--- src/rtl/booth_mul_sequencer_if.sv ---
// booth_mul_sequencer_if: requester, result and multiplier-side signals of booth_mul_sequencer.
// master is the surrounding system (requesters, consumer, multiplier); slave is the sequencer.
interface booth_mul_sequencer_if #(
    parameter int N = 32
);
    logic           req0_valid;
    logic           req1_valid;
    logic           req0_ready;
    logic           req1_ready;
    logic [N-1:0]   req0_x;
    logic [N-1:0]   req0_y;
    logic [N-1:0]   req1_x;
    logic [N-1:0]   req1_y;
    logic           res_valid;
    logic           res_ready;
    logic [2*N-1:0] res_data;
    logic           res_id;
    logic           mul_rst_n;
    logic [N-1:0]   mul_x;
    logic [N-1:0]   mul_y;
    logic [2*N-1:0] mul_product;

    modport master (
        output req0_valid, req1_valid, req0_x, req0_y, req1_x, req1_y, res_ready, mul_product,
        input  req0_ready, req1_ready, res_valid, res_data, res_id, mul_rst_n, mul_x, mul_y
    );

    modport slave (
        input  req0_valid, req1_valid, req0_x, req0_y, req1_x, req1_y, res_ready, mul_product,
        output req0_ready, req1_ready, res_valid, res_data, res_id, mul_rst_n, mul_x, mul_y
    );
endinterface

--- src/rtl/booth_mul_sequencer.sv ---
// booth_mul_sequencer: round-robin two-port front end and timing sequencer for a shared radix-8 Booth multiplier.
// Optional BOOTH_SEQ_ZERO_BYPASS_EN: a zero operand skips the multiplier and completes the cycle after accept.
module booth_mul_sequencer #(
    parameter int N = 32
) (
    input logic                 clk,
    input logic                 rst,
    booth_mul_sequencer_if.slave bus
);
    localparam int ITER = (N + 5) / 3;
    localparam int CW = $clog2(ITER + 1);

    typedef enum logic [2:0] {IDLE, LOAD, RUN, CAPT, DONE} state_t;

    state_t        state;
    logic          rr;
    logic          grant1;
    logic          accept;
    logic          zero;
    logic [CW-1:0] cnt;
    logic [N-1:0]  sel_x;
    logic [N-1:0]  sel_y;

    always_comb begin
        grant1 = bus.req1_valid && (!bus.req0_valid || rr);
        bus.req0_ready = state == IDLE && bus.req0_valid && !grant1;
        bus.req1_ready = state == IDLE && grant1;
        accept = bus.req0_ready || bus.req1_ready;
        sel_x = grant1 ? bus.req1_x : bus.req0_x;
        sel_y = grant1 ? bus.req1_y : bus.req0_y;
    end

`ifdef BOOTH_SEQ_ZERO_BYPASS_EN
    assign zero = sel_x == '0 || sel_y == '0;
`else
    assign zero = 1'b0;
`endif

    // mul_rst_n is registered with the state, so it is low exactly in IDLE, LOAD and DONE
    always_ff @(posedge clk) begin
        if (rst) begin
            state         <= IDLE;
            rr            <= 1'b0;
            cnt           <= '0;
            bus.res_valid <= 1'b0;
            bus.res_data  <= '0;
            bus.res_id    <= 1'b0;
            bus.mul_x     <= '0;
            bus.mul_y     <= '0;
            bus.mul_rst_n <= 1'b0;
        end else begin
            case (state)
                IDLE: if (accept) begin
                    bus.mul_x  <= sel_x;
                    bus.mul_y  <= sel_y;
                    bus.res_id <= grant1;
                    rr         <= !grant1;
                    if (zero) begin
                        state         <= DONE;
                        bus.res_data  <= '0;
                        bus.res_valid <= 1'b1;
                    end else begin
                        state <= LOAD;
                    end
                end
                LOAD: begin
                    state         <= RUN;
                    cnt           <= CW'(ITER - 1);
                    bus.mul_rst_n <= 1'b1;
                end
                RUN: if (cnt == '0) state <= CAPT;
                     else cnt <= cnt - 1'b1;
                CAPT: begin
                    state         <= DONE;
                    bus.res_data  <= bus.mul_product;
                    bus.res_valid <= 1'b1;
                    bus.mul_rst_n <= 1'b0;
                end
                DONE: if (bus.res_ready) begin
                    state         <= IDLE;
                    bus.res_valid <= 1'b0;
                end
                default: state <= IDLE;
            endcase
        end
    end
endmodule

--- src/flat_wrapper.sv ---
// flat-port wrapper written by rule: the top's interface ports become plain ports
module booth_mul_sequencer_flat 
#(
    parameter int N = 32
)
  (clk, rst, bus_req0_valid, bus_req1_valid, bus_req0_x, bus_req0_y, bus_req1_x, bus_req1_y, bus_res_ready, bus_mul_product, bus_req0_ready, bus_req1_ready, bus_res_valid, bus_res_data, bus_res_id, bus_mul_rst_n, bus_mul_x, bus_mul_y);
  booth_mul_sequencer_if #(.N(N)) bus_i ();
  input logic clk;
  input logic rst;
  input wire logic [$bits(bus_i.req0_valid)-1:0] bus_req0_valid;
  input wire logic [$bits(bus_i.req1_valid)-1:0] bus_req1_valid;
  input wire logic [$bits(bus_i.req0_x)-1:0] bus_req0_x;
  input wire logic [$bits(bus_i.req0_y)-1:0] bus_req0_y;
  input wire logic [$bits(bus_i.req1_x)-1:0] bus_req1_x;
  input wire logic [$bits(bus_i.req1_y)-1:0] bus_req1_y;
  input wire logic [$bits(bus_i.res_ready)-1:0] bus_res_ready;
  input wire logic [$bits(bus_i.mul_product)-1:0] bus_mul_product;
  output wire logic [$bits(bus_i.req0_ready)-1:0] bus_req0_ready;
  output wire logic [$bits(bus_i.req1_ready)-1:0] bus_req1_ready;
  output wire logic [$bits(bus_i.res_valid)-1:0] bus_res_valid;
  output wire logic [$bits(bus_i.res_data)-1:0] bus_res_data;
  output wire logic [$bits(bus_i.res_id)-1:0] bus_res_id;
  output wire logic [$bits(bus_i.mul_rst_n)-1:0] bus_mul_rst_n;
  output wire logic [$bits(bus_i.mul_x)-1:0] bus_mul_x;
  output wire logic [$bits(bus_i.mul_y)-1:0] bus_mul_y;
  assign bus_i.req0_valid = bus_req0_valid;
  assign bus_i.req1_valid = bus_req1_valid;
  assign bus_i.req0_x = bus_req0_x;
  assign bus_i.req0_y = bus_req0_y;
  assign bus_i.req1_x = bus_req1_x;
  assign bus_i.req1_y = bus_req1_y;
  assign bus_i.res_ready = bus_res_ready;
  assign bus_i.mul_product = bus_mul_product;
  assign bus_req0_ready = bus_i.req0_ready;
  assign bus_req1_ready = bus_i.req1_ready;
  assign bus_res_valid = bus_i.res_valid;
  assign bus_res_data = bus_i.res_data;
  assign bus_res_id = bus_i.res_id;
  assign bus_mul_rst_n = bus_i.mul_rst_n;
  assign bus_mul_x = bus_i.mul_x;
  assign bus_mul_y = bus_i.mul_y;
  booth_mul_sequencer #(.N(N)) u_core (.clk(clk), .rst(rst), .bus(bus_i));
endmodule
--- config.mk ---
export PLATFORM = sky130hd
export DESIGN_NAME = booth_mul_sequencer_flat
export DESIGN_NICKNAME = d
export VERILOG_FILES = /design/src/rtl/booth_mul_sequencer_if.sv /design/src/rtl/booth_mul_sequencer.sv /design/src/flat_wrapper.sv
export SDC_FILE = /design/constraint.sdc
export NUM_CORES = 1
export LEC_CHECK = 0
export ABC_AREA = 0
export CAP_MARGIN = 20
export CORE_AREA = 2 2 129 131
export DETAILED_ROUTE_END_ITERATION = 12
export DIE_AREA = 0 0 131 133
export HOLD_SLACK_MARGIN = 0.15
export PLACE_DENSITY = 0.77
export SYNTH_ARGS = -nofsm -noshare
export SYNTH_HDL_FRONTEND = slang
export SYNTH_SLANG_ARGS = --single-unit
--- constraint.sdc ---
create_clock -name clk -period 4.1 [get_ports clk]
set_clock_uncertainty 0.15 [all_clocks]
set_input_delay 0.82 -clock clk [delete_from_list [all_inputs] [get_ports clk]]
set_output_delay 0.82 -clock clk [all_outputs]
set_load 0.005 [all_outputs]
# After elaboration in Yosys (flattened, before gate mapping)
# Cells that the tools add are included.
[classes]
add_sub_neg = 1
n_mul = 0
div_mod_pow = 0
magnitude_cmp = 0
eq_ne = 8
shifts = 0
muxes = 11
bitwise_logic = 0
reduce_logical = 17
[ops]
columns = ["op", "count"]
rows = [
  ["32-bit 2-to-1 mux", 2],
  ["3-bit one-hot mux with 5 select lines", 1],
  ["3-bit 2-to-1 mux", 3],
  ["4-bit one-hot mux with 2 select lines", 1],
  ["3-bit by 2-bit == test with 1-bit output, second input constant", 2],
  ["2-bit AND reduction", 3],
  ["2-bit nonzero test", 3],
  ["1-bit logical AND", 4],
  ["4-bit zero test", 1],
  ["4-bit 2-to-1 mux", 1],
  ["2-bit by 1-bit inequality test with 1-bit output, second input constant", 2],
  ["2-bit inequality test, second input constant", 2],
  ["1-bit one-hot mux with 2 select lines", 2],
  ["4-bit by 1-bit subtractor with 4-bit output, second input constant", 1],
  ["3-bit by 1-bit == test with 1-bit output, second input constant", 1],
  ["3-bit == test, second input constant", 1],
  ["3-bit zero test", 1],
  ["3-bit AND reduction", 1],
  ["1-bit zero test", 2],
  ["1-bit logical OR", 2],
  ["1-bit 2-to-1 mux", 1],
]
[word_totals]
ff_bits = 139
latch_bits = 0
ramBits = 0
romBits = 0
inputBits = 197
elab_cells = 46
n_memories = 0

# Longest topological paths before layout
# Gate-level depths: netlist of run 1.
[logic_depth]
word_depth = 8
ltp_mapped = 6
depth_no_buf = 5

# Worst setup path after synthesis of run 1
# No wires, ideal clock.
[synth_path]
path_kind = "input to output"
startpoint = "input port bus_req0_valid"
endpoint = "output port bus_req1_ready"
arrival_ns = 1.554
required_time_ns = 3.130
setup_slack_ns = 1.576
path_stages = 4
n_path_buf = 1
path_cell_list = "and2b_1 clkbuf_1 or3_1 inv_1"
[synth_between]
elab_chain_cells = 4
[synth_rtl]
columns = ["element", "line_no", "text"]
rows = [
  ["start: declaration", "flat_wrapper.sv:10", "input wire logic [$bits(bus_i.req0_valid)-1:0] bus_req0_valid;"],
  ["1-bit zero test", "booth_mul_sequencer.sv:25", "grant1 = bus.req1_valid && (!bus.req0_valid || rr);"],
  ["1-bit logical OR", "booth_mul_sequencer.sv:25", ""],
  ["1-bit logical AND", "booth_mul_sequencer.sv:25", ""],
  ["1-bit logical AND", "booth_mul_sequencer.sv:27", "bus.req1_ready = state == IDLE && grant1;"],
  ["end: declaration", "flat_wrapper.sv:19", "output wire logic [$bits(bus_i.req1_ready)-1:0] bus_req1_ready;"],
]
# Every way passes these cells.

# Worst setup path in the final report of run 1
[layout_path]
startpoint = "input port bus_req0_valid"
endpoint = "output port bus_req0_ready"
[layout_between]
elab_chain_cells = 5
[layout_rtl]
columns = ["element", "line_no", "text"]
rows = [
  ["1-bit zero test", "booth_mul_sequencer.sv:25", ""],
  ["1-bit logical OR", "booth_mul_sequencer.sv:25", ""],
  ["1-bit logical AND", "booth_mul_sequencer.sv:25", ""],
  ["1-bit zero test", "booth_mul_sequencer.sv:26", "bus.req0_ready = state == IDLE && bus.req0_valid && !grant1;"],
  ["1-bit logical AND *", "booth_mul_sequencer.sv:26", ""],
  ["end: declaration", "flat_wrapper.sv:18", "output wire logic [$bits(bus_i.req0_ready)-1:0] bus_req0_ready;"],
]
# Every way passes the cells marked *; elsewhere a longest branch is shown, timed or not.

==> qor.yml, run 1 <==
cp_top_family: "buffers and inverters"
cts_resized: 0
fin_util: 0.6056
drtIter0Drc: 307
max_freq_ghz: 0.2749
post-cts-setup-buffers: 0
run_status: "finished clean"
cts_root_buf: "clkbuf_16"
setup_tns_ns: 0
yosys.area.top_type: "dfxtp_1"
cpMostUsedCell: "clkdlybuf4s50_1"
io_pins: 330
track_usage: 0.2128
leakage_uw: 0.003675
hold_slack_ns: 0.3009
initial_core_util: 0.3547
grt_pass1_vias: 5758
die-area_um2: 17420
cp.buffers_inverters: 2
cts_buffer_depth: 2
postPlaceCellArea_um2: 9144
hold_viol: 0
gr-total-overflow: 0
pre_cts_slack_ns: 0.4986
tightestPinTransition_ns: 1.020
synth_top_area_share: 0.4852
drc: 0
syn_inst: 654
drive_gt1_frac: 0.05532
cts_hold_buf: 0
cpMaxStageDelayCell: "clkdlybuf4s50_1"
synth_area_leaders: "dfxtp_1 (49%), a21oi_1 (9.0%), nand2_1 (8.4%)"
gp_congestion: 0.7732
final_nets: 1144
hpwl_mm: 12.86
setup_viol: 0
crit-reg2reg-launch: "u_core.state[1]"
power_density_nw_per_um2: 572.7
final_area_um2: 9793
yosys_warnings: 0
areaGrowthSynthToFinish_pct: 70.75
wl_per_cell_um: 16.31
num_vias: 6055
hold_path_end: "u_core.bus.res_data[32]"
finalCriticalPeriod_ns: 3.638
hp-start: "u_core.bus.res_data[32]"
die_w_um: 131
critPathMaxFanout: 6
synth_cell_types: 35
slew_headroom: 0.3200
r2r_cells: 4
period_share: 0.8874
hp-class: "reg2reg"
rsz0062_at_grt: "false"
grt_first_pass_wirelength_mm: 29.30
syn_nets: 853
vias_per_cell: 5.140
synth_seq_cells: 139
cts.sinks: 139
dr.pass1.iters: 4
drv_slew: 0
critical_path.cell_chain: "clkdlybuf4s50_1 > or4b_1 > a21oi_1 > clkdlybuf4s50_1"
path_clk_slew_ns: 0.06
critical_path.startpoint_type: "input pin"
wl_mm: 19.21
ff2ff_setup_slack_ns: 1.75
row_count: 47
io_buffers: 329
antenna_cells: 0
worstSkewPairLatency_ns: 0.41
ir_worst_vdd_uv: 410.7
end_kind: "output pin"
grt_start_max_net_pins: 89
ys_seq_area_frac: 0.4852
holdPathStages: 2
design.core.area_um2: 16170
cts_buffers: 17
ant_nets: 0
fp.dieH_um: 133
setup_ws_ns: 0.4617
r2r_end: "u_core.bus.res_data[26]"
antenna_found_initial: 0
crit_arrival_ns: 2.67
ctsHtreeMaxLevel: 4
cap_violations: 0
crit_path_max_incr_delay_ns: 0.58
synth_area_um2: 5736
cts_tree: "done"
syn_area_per_cell_um2: 8.770
worstSetupPathType: "in2out"
required_ns: 3.13
==> cells in the final DEF, fill, tap and decap left out, types with 3 or more instances in the layout <==
cell             netlist  routed
a311oi_1              35      35
or3_1                  3       3
a221o_1               31      31
inv_1                  8       8
o211a_1               31      31
clkinvlp_4             0       3
nand3b_1              34      34
clkdlybuf4s50_1        0     328
nor3_1                 5       5
a21oi_1              103     103
bufinv_16              0       5
nor3b_1                3       3
o21ai_0               37      37
nand2_1              129     129
clkinv_4               0       3
clkbuf_16              0      17
dfxtp_1              139     139
buf_4                  1      14
==> per-stage QoR <==
| stage | std cells | power (uW) |
|---|---|---|
| after floorplan | 654 | 2864 |
| after global placement | 1146 | 3929 |
| after detailed placement | 1146 | 3949 |
| after CTS | 1178 | 5671 |
| after global routing | 1178 | 5930 |
| final | 1178 | 5609 |
==> Yosys cell counts, drive strengths merged <==
cell	number
dfxtp	139
nand2	129
a21oi	103
clkbuf	50
o21ai	37
a311oi	35
nand3b	34
a221o	31
o211a	31
buf	20
inv	8
nor3	6
nor2	4
a211oi	3
nor3b	3
or3	3
ha	2
or2	2
or3b	2
or4	2
a221oi	1
a31oi	1
and2b	1
and3b	1
nand3	1
nor2b	1
nor4	1
nor4b	1
or4b	1
xnor2	1
==> power breakdown <==
group,switching (uW),internal [uW]
clock network,599,1090
registers,203,1690
logic,928,1100
total,1730,3880
==> routing by layer <==
layer,GRT usage,share of wire
met1,0.2463,0.39
met2,0.3448,0.48
met3,0.08815,0.10
met4,0.08806,0.024
met5,0,0
==> worst max path at each step <==
stage / slack (ns) / from / cells after the start / to
2_1_floorplan: 1.58 / bus_req0_valid / 4 / bus_req1_ready
3_3_place_gp: 0.49 / bus_req0_valid / 4 / bus_req0_ready
3_5_place_dp: 0.50 / bus_req0_valid / 4 / bus_req0_ready
4_1_cts: 0.48 / bus_req0_valid / 4 / bus_req0_ready
5_1_grt: 0.36 / bus_req0_valid / 4 / bus_req0_ready
6_report: 0.46 / bus_req0_valid / 4 / bus_req0_ready
==> tightest hold or removal path, stage by stage, from the launching register on <==
cell	delay, ns
dfxtp_1	0.30
nand2_1	0.05
a21oi_1	0.05
==> state kept, by name, summed over array words and instances, names as in the netlist <==
| register | flops |
|---|---|
| u_core.bus.mul_rst_n | 1 |
| u_core.bus.mul_x | 32 |
| u_core.bus.mul_y | 32 |
| u_core.bus.res_data | 64 |
| u_core.bus.res_id | 1 |
| u_core.bus.res_valid | 1 |
| u_core.cnt | 4 |
| u_core.rr | 1 |
| u_core.state | 3 |
==> final cells by class <==
cell class              instances  area [um^2]
well taps                     220        275.3
flip-flops and latches        139         2783
multi-input cells             437         2668
clock buffers                  19        432.9
inverters                       8        30.03
repair buffers                342         3388
clock inverters                13        216.5
fillers                      1420         6379
==> logic make-up after synthesis <==
logic type	synth area share
AO/OA/AOI/OAI	0.2912
XOR/XNOR	0.001527
adder cells (fa/ha/maj)	0.004362
buffers and inverters	0.05476
flip-flops	0.4852
AND/OR/NAND/NOR	0.1630
Note: power is estimated with default switching activity, not from simulation.
==> run 2: changes to the inputs <==
--- a/config.mk
+++ b/config.mk
@@ -7,11 +7,12 @@
 export LEC_CHECK = 0
 export ABC_AREA = 0
 export CAP_MARGIN = 20
-export CORE_AREA = 2 2 129 131
+export CORE_ASPECT_RATIO = 1.25
+export CORE_MARGIN = 2
+export CORE_UTILIZATION = 35
 export DETAILED_ROUTE_END_ITERATION = 12
-export DIE_AREA = 0 0 131 133
 export HOLD_SLACK_MARGIN = 0.15
-export PLACE_DENSITY = 0.77
+export PLACE_DENSITY = 0.76
 export SYNTH_ARGS = -nofsm -noshare
 export SYNTH_HDL_FRONTEND = slang
 export SYNTH_SLANG_ARGS = --single-unit
==> run 2 against run 1 <==
Net effect:
- clock power decreased by 5%
- flip-flop and latch count unchanged
- worst hold slack about the same
- sequential share of layout area increased by 0.058 points
- core utilization about the same
- first-iteration DRC count increased by 52%
- critical path type unchanged
- register-to-register slack improved by 0.18 ns
==> qor.yml, run 2 (same netlist as run 1, synthesis figures left out) <==
cts_root_buf: "clkbuf_16"
reg.largest.list: "u_core.bus.res_data x64, u_core.bus.mul_x x32, u_core.bus.mul_y x32"
slew_headroom: 0.3063  # -0.01370
critical_path.cell_chain: "clkdlybuf4s50_1 > or4b_1 > a21oi_1 > clkdlybuf4s50_1"
row_count: 52  # +11%
drv_slew: 0  # unchanged
run_status: "finished clean"
design.core.area_um2: 16140  # -0.22%
layout_common_cells: "clkdlybuf4s50_1 (328), dfxtp_1 (139), nand2_1 (129)"
cts_hold_buf: 0  # unchanged
vias_per_cell: 5.184  # +0.85%
num_vias: 6096  # +0.68%
hold_path_end: "u_core.bus.res_data[3]"
ff2ff_setup_slack_ns: 1.93  # +0.18 ns
post-cts-setup-buffers: 0  # unchanged
holdPathStages: 2  # unchanged
setup_tns_ns: 0  # unchanged
top_register: "u_core.bus.res_data"
hpwl_mm: 13.33  # +3.7%
end_kind: "output pin"
hp-class: "reg2reg"
required_ns: 3.13  # about the same
r2r_end: "u_core.bus.res_data[13]"
period_share: 0.8824  # -0.004980
cts_buffer_depth: 2  # unchanged
die_w_um: 118.5  # -9.5%
cts.sinks: 139  # unchanged
areaGrowthSynthToFinish_pct: 70.40
cts_buffers: 17  # unchanged
initial_core_util: 0.3555  # +0.0007976
dr.pass1.iters: 5  # +1
track_usage: 0.2218  # +0.009000
io_pins: 330  # unchanged
max_freq_ghz: 0.2764  # +0.56%
final_common_cell: "clkdlybuf4s50_1"
wl_per_cell_um: 16.71  # +2.5%
final_area_um2: 9773  # -0.20%
grt_pass1_vias: 5927  # +2.9%
final_cells: 1176  # -0.17%
crit-reg2reg-launch: "u_core.state[0]"
ant_nets: 0  # unchanged
antenna_found_initial: 0  # unchanged
ir_worst_vdd_uv: 360.4  # -12%
worstSkewPairLatency_ns: 0.41  # about the same
final_nets: 1146  # +0.17%
cts_resized: 0  # unchanged
r2r_cells: 5  # +1
crit_path_max_incr_delay_ns: 0.57  # about the same
worstSetupPathType: "in2out"
path_clk_slew_ns: 0.06  # about the same
leakage_uw: 0.003684  # +0.25%
ctsHtreeMaxLevel: 4  # unchanged
gp_congestion: 0.8190  # +5.9%
crit_arrival_ns: 2.65  # -0.02 ns
postPlaceCellArea_um2: 9154  # +0.11%
cap_violations: 0  # unchanged
critical_path.startpoint_type: "input pin"
tightestPinTransition_ns: 1.039  # +0.01941 ns
largest_reg_flops: 64  # unchanged
wl_mm: 19.65  # +2.3%
grt_first_pass_wirelength_mm: 31.04  # +6.0%
power_density_nw_per_um2: 567.0  # -0.99%
critPathMaxFanout: 6  # unchanged
cpMaxStageDelayCell: "clkdlybuf4s50_1"
drive_gt1_frac: 0.05833  # +0.003010
cts_tree: "done"
die-area_um2: 17430  # about the same
fp.dieH_um: 147.1  # +11%
finalCriticalPeriod_ns: 3.618  # -0.02042 ns
cpMostUsedCell: "clkdlybuf4s50_1"
rsz0062_at_grt: "false"
drc: 0  # unchanged
hold_viol: 0  # unchanged
drtIter0Drc: 466  # +52%
hp-start: "u_core.bus.res_data[3]"
nFillCells: 1434  # +0.99%
antenna_cells: 0  # unchanged
setup_viol: 0  # unchanged
grt_start_max_net_pins: 68  # -24%
cp_top_family: "buffers and inverters"
gr-total-overflow: 0  # unchanged
cp.buffers_inverters: 2  # unchanged
place_inst: 1144  # -0.17%
io_buffers: 329  # unchanged
## run 2: cell count changes in the layout (fill, tap and decap cells not counted), sizes merged
cell      before  now
buf           14   16
bufinv         5    3
clkbuf        19   20
clkinv         3    5
clkinvlp       3    1
inv           10   11
## run 2: tightest hold or removal path, delay by kind of cell, from the launching register on
kind / cells / cell delay, ns
flops: 1 / 0.31
simple gates: 1 / 0.05
compound gates: 1 / 0.05
## run 2: layer usage
metal  vias to the layer above  part of all wire  GRT usage
li1                       2982                 -          -
met1                      2842              0.41     0.2661
met2                       237              0.49     0.3668
met3                        35             0.073    0.07026
met4                         0             0.026    0.09286
met5                         -                 0          0
## run 2: through the flow
stage | power (uW) | hold WS, ns | utilization | worst slack [ns]
3_5_place_dp | 3972 | 0.2953 | 0.5673 | 0.4991
5_1_grt | 5877 | 0.3250 | 0.6057 | 0.3613
6_report | 5541 | 0.3008 | 0.6057 | 0.4822
4_1_cts | 5598 | 0.3036 | 0.6057 | 0.4867
2_1_floorplan | 2864 | 0.3027 | - | 1.576
3_3_place_gp | 3949 | 0.2908 | 0.5673 | 0.5058
## run 2: worst max path at each step
stage | end | startpoint | cells past startpoint | slack [ns]
after global placement | bus_req0_ready | bus_req0_valid | 4 | 0.51
after floorplan | bus_req1_ready | bus_req0_valid | 4 | 1.58
after CTS | bus_req0_ready | bus_req0_valid | 4 | 0.49
after detailed placement | bus_req0_ready | bus_req0_valid | 4 | 0.50
final | bus_req0_ready | bus_req0_valid | 4 | 0.48
after global routing | bus_req0_ready | bus_req0_valid | 4 | 0.36
## run 2: area by class of cell
class	instances	area, um^2	area share
Tap cell	216	270.3	0.02765
Sequential cell	139	2783	0.2847
Inverter	8	30.03	0.003073
Multi-Input combinational cell	437	2668	0.2729
Timing Repair Buffer	344	3403	0.3482
Clock inverter	12	162.7	0.01664
Clock buffer	20	456.7	0.04673
## run 2: power breakdown
group / switching [uW] / internal (uW) / total [uW]
Combinational: 969 / 1110 / 2080
Clock: 603 / 998 / 1600
Sequential: 172 / 1690 / 1860
